--- config.mk ---
export PLATFORM = sky130hd
export DESIGN_NAME = result_encoder
export DESIGN_NICKNAME = d
export VERILOG_FILES = /design/src/rtl/uart_cal_pkg.sv /design/src/rtl/hex2ascii.sv /design/src/rtl/result_encoder.sv
export SDC_FILE = /design/constraint.sdc
export NUM_CORES = 1
export LEC_CHECK = 0
export BUFFER_PORTS_ARGS = -buffer_cell sky130_fd_sc_hd__buf_2
export CORE_MARGIN = 5
export CORE_UTILIZATION = 40
export CTS_CLUSTER_SIZE = 24
export DETAILED_ROUTE_END_ITERATION = 16
export HOLD_SLACK_MARGIN = 0.15
export PLACE_DENSITY = 0.73
export SYNTH_ARGS = -nofsm -noshare
export SYNTH_HDL_FRONTEND = slang
export SYNTH_SLANG_ARGS = --single-unit
--- constraint.sdc ---
create_clock -name clk -period 1.8 [get_ports clk]
set_input_delay 0.09 -clock clk [delete_from_list [all_inputs] [get_ports clk]]
set_output_delay 0.09 -clock clk [all_outputs]
set_load 0.005 [all_outputs]
--- src/rtl/uart_cal_pkg.sv ---
// Shared constants and types for the UART calculator datapath.
// Holds ASCII codes, operand type codes, operator codes and the
// result_encoder state enum, plus the nibble-to-ASCII helper.
package uart_cal_pkg;

  // ASCII characters used by the command parser and the result encoder
  localparam logic [7:0] ASC_EQ    = 8'h3D;
  localparam logic [7:0] ASC_MINUS = 8'h2D;
  localparam logic [7:0] ASC_CR    = 8'h0D;
  localparam logic [7:0] ASC_LF    = 8'h0A;
  localparam logic [7:0] ASC_E     = 8'h45;
  localparam logic [7:0] ASC_R     = 8'h52;
  localparam logic [7:0] ASC_SPACE = 8'h20;
  localparam logic [7:0] ASC_0     = 8'h30;
  localparam logic [7:0] ASC_A     = 8'h41;

  // Operand type codes produced by the parser
  localparam logic [3:0] DT_SIGNED   = 4'h1;
  localparam logic [3:0] DT_UNSIGNED = 4'h2;

  // Operator codes produced by the parser
  localparam logic [3:0] ADD = 4'h1;
  localparam logic [3:0] SUB = 4'h2;
  localparam logic [3:0] MUL = 4'h3;
  localparam logic [3:0] DIV = 4'h4;

  // Encoder frame states; the presented byte belongs to the current state
  typedef enum logic [3:0] {
    ST_IDLE   = 4'd0,
    ST_PREFIX = 4'd1,
    ST_SIGN   = 4'd2,
    ST_DIGITS = 4'd3,
    ST_ERR0   = 4'd4,
    ST_ERR1   = 4'd5,
    ST_ERR2   = 4'd6,
    ST_CR     = 4'd7,
    ST_LF     = 4'd8
  } enc_state_t;

  // Uppercase hex digit for one nibble: 0-9 -> '0'-'9', 10-15 -> 'A'-'F'
  function automatic logic [7:0] nibble_to_ascii(input logic [3:0] nib);
    logic [7:0] w_res;
    if (nib < 4'd10) begin
      w_res = ASC_0 + {4'h0, nib};
    end else begin
      w_res = ASC_A + {4'h0, nib} - 8'd10;
    end
    return w_res;
  endfunction

endpackage

--- src/rtl/hex2ascii.sv ---
// Combinational nibble to uppercase ASCII hex digit converter.
module hex2ascii
  import uart_cal_pkg::*;
(
  input  logic [3:0] i_nibble,
  output logic [7:0] o_ascii
);

  // Map the nibble onto its ASCII digit
  always_comb begin
    o_ascii = nibble_to_ascii(i_nibble);
  end

endmodule

--- src/rtl/result_encoder.sv ---
// result_encoder: formats one ALU result as '=' ['-'] hex CR LF (or "ERR" CR LF
// on error) and streams it to uart_tx over a registered valid/ready handshake.
// Optional build macro: LEADING_ZERO_SUPPRESS_EN skips leading zero digits
// (at least one digit is always emitted).
module result_encoder
  import uart_cal_pkg::*;
#(
  parameter int         RES_W       = 32,
  parameter logic [3:0] SIGNED_CODE = 4'h1
) (
  input  logic             clk,
  input  logic             rst,
  input  logic [RES_W-1:0] result,
  input  logic             result_err,
  input  logic [3:0]       dtype,
  input  logic             result_valid,
  output logic [7:0]       tx_data,
  output logic             tx_valid,
  input  logic             tx_ready,
  output logic             busy,
  output logic             enc_done
);

  localparam int NDIG  = RES_W / 4;
  localparam int CNT_W = $clog2(NDIG + 1);

  enc_state_t       r_state;
  logic [RES_W-1:0] r_mag;
  logic [CNT_W-1:0] r_cnt;
  logic             r_err;
  logic             r_neg;

  logic             w_xfer;
  logic             w_neg;
  logic [RES_W-1:0] w_mag_in;
  logic [3:0]       w_nib;
  logic [7:0]       w_ascii;

  // Capture-side sign decode, handshake completion and next-digit selection
  always_comb begin
    w_xfer   = tx_valid & tx_ready;
    w_neg    = (dtype == SIGNED_CODE) & result[RES_W-1];
    w_mag_in = result;
    if (w_neg) begin
      w_mag_in = (~result) + {{(RES_W-1){1'b0}}, 1'b1};
    end else begin
      w_mag_in = result;
    end
    // While a digit is presented, the next one to load is the second nibble;
    // otherwise the top nibble is the one about to be presented.
    if ((r_state == ST_DIGITS) && tx_valid) begin
      w_nib = r_mag[RES_W-5 -: 4];
    end else begin
      w_nib = r_mag[RES_W-1 -: 4];
    end
  end

  hex2ascii u_hex2ascii (
    .i_nibble (w_nib),
    .o_ascii  (w_ascii)
  );

  // Frame FSM: loads the next byte into tx_data whenever the current one is accepted
  always_ff @(posedge clk) begin
    if (rst) begin
      r_state  <= ST_IDLE;
      r_mag    <= {RES_W{1'b0}};
      r_cnt    <= {CNT_W{1'b0}};
      r_err    <= 1'b0;
      r_neg    <= 1'b0;
      tx_data  <= 8'h00;
      tx_valid <= 1'b0;
      busy     <= 1'b0;
      enc_done <= 1'b0;
    end else begin
      enc_done <= 1'b0;
      case (r_state)
        ST_IDLE: begin
          if (result_valid) begin
            r_err    <= result_err;
            r_neg    <= w_neg;
            r_mag    <= w_mag_in;
            r_cnt    <= CNT_W'(NDIG);
            tx_data  <= ASC_EQ;
            tx_valid <= 1'b1;
            busy     <= 1'b1;
            r_state  <= ST_PREFIX;
          end
        end
        ST_PREFIX: begin
          if (w_xfer) begin
            if (r_err) begin
              tx_data <= ASC_E;
              r_state <= ST_ERR0;
            end else if (r_neg) begin
              tx_data <= ASC_MINUS;
              r_state <= ST_SIGN;
            end else begin
              r_state <= ST_DIGITS;
`ifdef LEADING_ZERO_SUPPRESS_EN
              tx_valid <= 1'b0;
`else
              tx_data  <= w_ascii;
`endif
            end
          end
        end
        ST_SIGN: begin
          if (w_xfer) begin
            r_state <= ST_DIGITS;
`ifdef LEADING_ZERO_SUPPRESS_EN
            tx_valid <= 1'b0;
`else
            tx_data  <= w_ascii;
`endif
          end
        end
        ST_DIGITS: begin
`ifdef LEADING_ZERO_SUPPRESS_EN
          // Skip phase: nothing is presented, so dropping a zero nibble is safe
          if (!tx_valid) begin
            if ((r_cnt > CNT_W'(1)) && (r_mag[RES_W-1 -: 4] == 4'h0)) begin
              r_mag <= {r_mag[RES_W-5:0], 4'h0};
              r_cnt <= r_cnt - CNT_W'(1);
            end else begin
              tx_data  <= w_ascii;
              tx_valid <= 1'b1;
            end
          end else
`endif
          if (w_xfer) begin
            if (r_cnt == CNT_W'(1)) begin
              tx_data <= ASC_CR;
              r_state <= ST_CR;
            end else begin
              tx_data <= w_ascii;
              r_mag   <= {r_mag[RES_W-5:0], 4'h0};
              r_cnt   <= r_cnt - CNT_W'(1);
            end
          end
        end
        ST_ERR0: begin
          if (w_xfer) begin
            tx_data <= ASC_R;
            r_state <= ST_ERR1;
          end
        end
        ST_ERR1: begin
          if (w_xfer) begin
            tx_data <= ASC_R;
            r_state <= ST_ERR2;
          end
        end
        ST_ERR2: begin
          if (w_xfer) begin
            tx_data <= ASC_CR;
            r_state <= ST_CR;
          end
        end
        ST_CR: begin
          if (w_xfer) begin
            tx_data <= ASC_LF;
            r_state <= ST_LF;
          end
        end
        ST_LF: begin
          if (w_xfer) begin
            tx_data  <= 8'h00;
            tx_valid <= 1'b0;
            busy     <= 1'b0;
            enc_done <= 1'b1;
            r_state  <= ST_IDLE;
          end
        end
        default: begin
          tx_data  <= 8'h00;
          tx_valid <= 1'b0;
          busy     <= 1'b0;
          r_state  <= ST_IDLE;
        end
      endcase
    end
  end

endmodule

==> results.md <==
- Run status: complete, but fails checks
- Failing checks: negative setup slack
- CTS buffer count: 5
- PortBufs: 50
- Synthesized Nets: 496
- Largest net degree at the start of global routing: 31
- Die W: 102.3 um
- Root Driver: clkbuf_8
- Initial Utilization: 0.4126
- Launch point of the worst path: r_cnt[1]$_SDFFE_PP0P_
- Worst setup endpoint: r_mag[10]$_SDFFE_PP0P_
- Rows: 33
- Wire length per cell: 15.21 um
- Worst r2r path cells: 11
- Reg2reg end: r_mag[10]$_SDFFE_PP0P_
- I/O pin cnt: 52
- Post-DP HPWL: 6906 um
- Post-synthesis async set-or-reset flop share: 0
- Core Region: 8258 um2
- Largest stage delay, worst path: 0.34 ns
- Layout filler cell count: 773
- Post-Synth Adder-Cell Area: 0.01102
- CP max FO: 7
- GRT Overall Usage: 0.1788
- Crit. End Element: flip-flop
- Count of cell types in the netlist: 66
- Global-route wire length before repair: 15070 um
- Post-synthesis simple-gate area fraction: 0.2633
- Vias in the first global route: 3278
- Setup Total Neg Slack: -0.1876 ns
- Post-Synth XOR/XNOR Area: 0.07969
- Multiplexer area fraction after synthesis: 0.01799
- Crit-path leading delay family: buffers and inverters
- CP required: 2.07 ns
- Hold Violations, Final: 0
- Mapped cell area: 3407 um2
- Crit path buffers/inverters: 5
- Synth Warn #: 0
- DRT antenna net count: 0
- Worst R2R Start: r_cnt[1]$_SDFFE_PP0P_
- N_diodes: 0
- Fmax: 0.5444 GHz
- First DRT Iteration DRCs: 170
- Critical path type: reg -> reg
- Clock Pin Slew Worst Setup and Hold Paths: 0.11 ns
- Most frequent cells in the layout: nor2_1 (66), buf_2 (50), a21oi_1 (47)
- Leak pwr: 1.815 nW
- Layout Cells excl Fill: 638
- Register area share after synthesis: 0.2997
- Tcrit/Tclk final: 1.021
- TritonRoute pass-1 iters: 5
- Synth Area in Compound Gates: 0.2729
- Maxcap violations: 0
- Drc violations: 0
- Vias/cell: 5.650
- Critical Path Stages: 11
- CTS tree: yes
- HP Class: in -> reg
- Seq cells post-synth: 51
- Die ar.: 10460 um2
- Maximum vdd drop: 0.3464 mV
- Share of cells above drive strength 1: 0.2871
- Max Root-Sink Buffers: 2
- Crit path time final: 1.837 ns
- # H-tree levels: 2
- Area added between synthesis and finish: 28.79%
- Crit-path cells: inv_2 -> ha_4 -> nor3b_4 -> nor3b_2 -> buf_4 -> o21ai_4 -> buf_12 -> buf_6 -> clkbuf_16 -> a211o_1 -> a21oi_1
- Final setup fails: 7
- Slowest cell on the critical path: dfxtp_2
- Clock sinks: 51
- Final slew viol count: 0
- Synth Flop Type: dfxtp_1
- Final worst slack: -0.03692 ns
- Die height: 102.3 um
- Slew HR: 0.5792
- Post-synth EDFFs: 0
- Remaining global-route overflow: 0
- Total Nets Final: 576
- Synthesized instance count: 452
- Clk_skew: 0.01705 ns
- Type of origin of the critical path: flip-flop
- Pwr/cell area: 663.2 nW/um2
- Main combinational cell family by area after synthesis: compound AO/OA/AOI/OAI gates
- Least-Margin Pin Slew: 0.6312 ns
- Placed Cells: 614
- Routability congestion estimate: 0.9188
- Detailed Route WL: 9706 um
- Worst R2R Setup Slack: -0.04 ns
- RSZ-0062 raised after global routing: true
- Total number of vias: 3605
- Mean Syn Cell Area: 7.538 um2
- Arr. time, crit path: 2.10 ns
- Clk Latency, worst-skew pair: 0.32 ns
- Most common cell after layout, fill and taps aside: nor2_1
- Initial antenna violation count: 0
==> flip-flops by register name, summed over array words and instances (netlist names) <==
signal and cells:
tx_data 7, enc_done 1, busy 1, r_err 1, r_neg 1, r_cnt 4
r_mag 32, r_state 4
==> power breakdown <==
part	switching [mW]	internal, mW	total [mW]
clock network	0.419	0.279	0.698
registers	0.0801	1.23	1.31
logic	0.467	0.433	0.900
==> how the worst min path moves through the flow <==
stage / from / end / slack (ns) / cells after the start
after floorplan: rst / r_mag[16]$_SDFFE_PP0P_ / 0.19 / 1
after global placement: result_err / r_err$_SDFFE_PP0P_ / 0.32 / 3
after detailed placement: result_err / r_err$_SDFFE_PP0P_ / 0.35 / 3
after CTS: result[18] / r_mag[18]$_SDFFE_PP0P_ / 0.18 / 4
after global routing: result[18] / r_mag[18]$_SDFFE_PP0P_ / 0.20 / 4
final: result[29] / r_mag[29]$_SDFFE_PP0P_ / 0.17 / 4
==> Yosys cell counts (all sizes together), types with 2 or more instances <==
cell type  instances  share of area
nor3b              5          0.012
nand4              3         0.0073
o21a               3         0.0066
a211o             13          0.033
ha                 3          0.011
o41ai              5          0.017
nand2             41          0.046
o21ai             30          0.048
and3               2         0.0037
a21oi             54          0.079
dfxtp             51           0.30
nor2              71          0.079
nand3              8          0.012
nor4               6          0.019
clkbuf            16          0.018
a22oi              5          0.011
nand2b             7          0.013
nand3b             4         0.0088
a31oi             11          0.020
mux2i              5          0.015
inv                8         0.0088
xnor2             17          0.044
and2               2         0.0037
nor2b              5         0.0092
xor2              14          0.036
buf               16          0.028
a211oi             8          0.019
o211ai             3         0.0081
or3                3         0.0055
o31ai              2         0.0044
nor3              11          0.018
==> per-stage QoR <==
step / setup slack (ns) / power [mW] / area, um2 / hold slack, ns / util
floorplan: 0.002001 / 1.804 / 3407 / 0.1921 / -
global placement: 0.001802 / 2.074 / 3984 / 0.3238 / 0.4824
detailed placement: -0.06549 / 2.096 / 3984 / 0.3468 / 0.4824
CTS: -0.02535 / 2.797 / 4146 / 0.1796 / 0.5021
global route: -0.1212 / 3.078 / 4388 / 0.1973 / 0.5314
finish: -0.03692 / 2.910 / 4388 / 0.1676 / 0.5314
==> what timing repair did <==
action / in CTS / in global routing
hold endpoints to repair: 6 / 0
pin swaps: 2 / 6
endpoints found under the setup margin: 11 / 45
hold buffers: 6 / 0
gates cloned: 0 / 3
resized for setup: 3 / 46
buffers inserted: 0 / 7
==> cell families after synthesis <==
family | Yosys count
xor+xnor | 31
simple gates | 176
buf+inv | 40
fa+ha+maj | 3
other cells | 1
compound gates | 144
mux | 6
flops | 51
==> worst register-to-register path: cells and delay by family, from the launching register on <==
kind | cells | cell delay, ns
buffers and inverters | 5 | 0.59
AOI/OAI and AO/OA | 3 | 0.40
DFF | 1 | 0.34
and+or+nand+nor | 2 | 0.30
adders and majority gates | 1 | 0.14
==> per-layer routing <==
layer,part of all wire,wire [um],vias to the layer above,GRT usage
met3,0.053,510,10,0.03618
met1,0.44,4280,1715,0.2312
met4,0.011,104,0,0.04339
li1,-,-,1774,-
met5,0,0,-,0
met2,0.50,4812,106,0.3058
==> final cells by class <==
class	instances	area, um2	area share
clock buffer	5	68.82	0.01568
clock inverter	3	23.77	0.005418
inverter	8	30.03	0.006843
multi-input combinational	362	2333	0.5318
sequential	51	1027	0.2341
tap	105	131.4	0.02994
timing repair buffer	104	773.2	0.1762
Power figures use the tool's default switching activity.
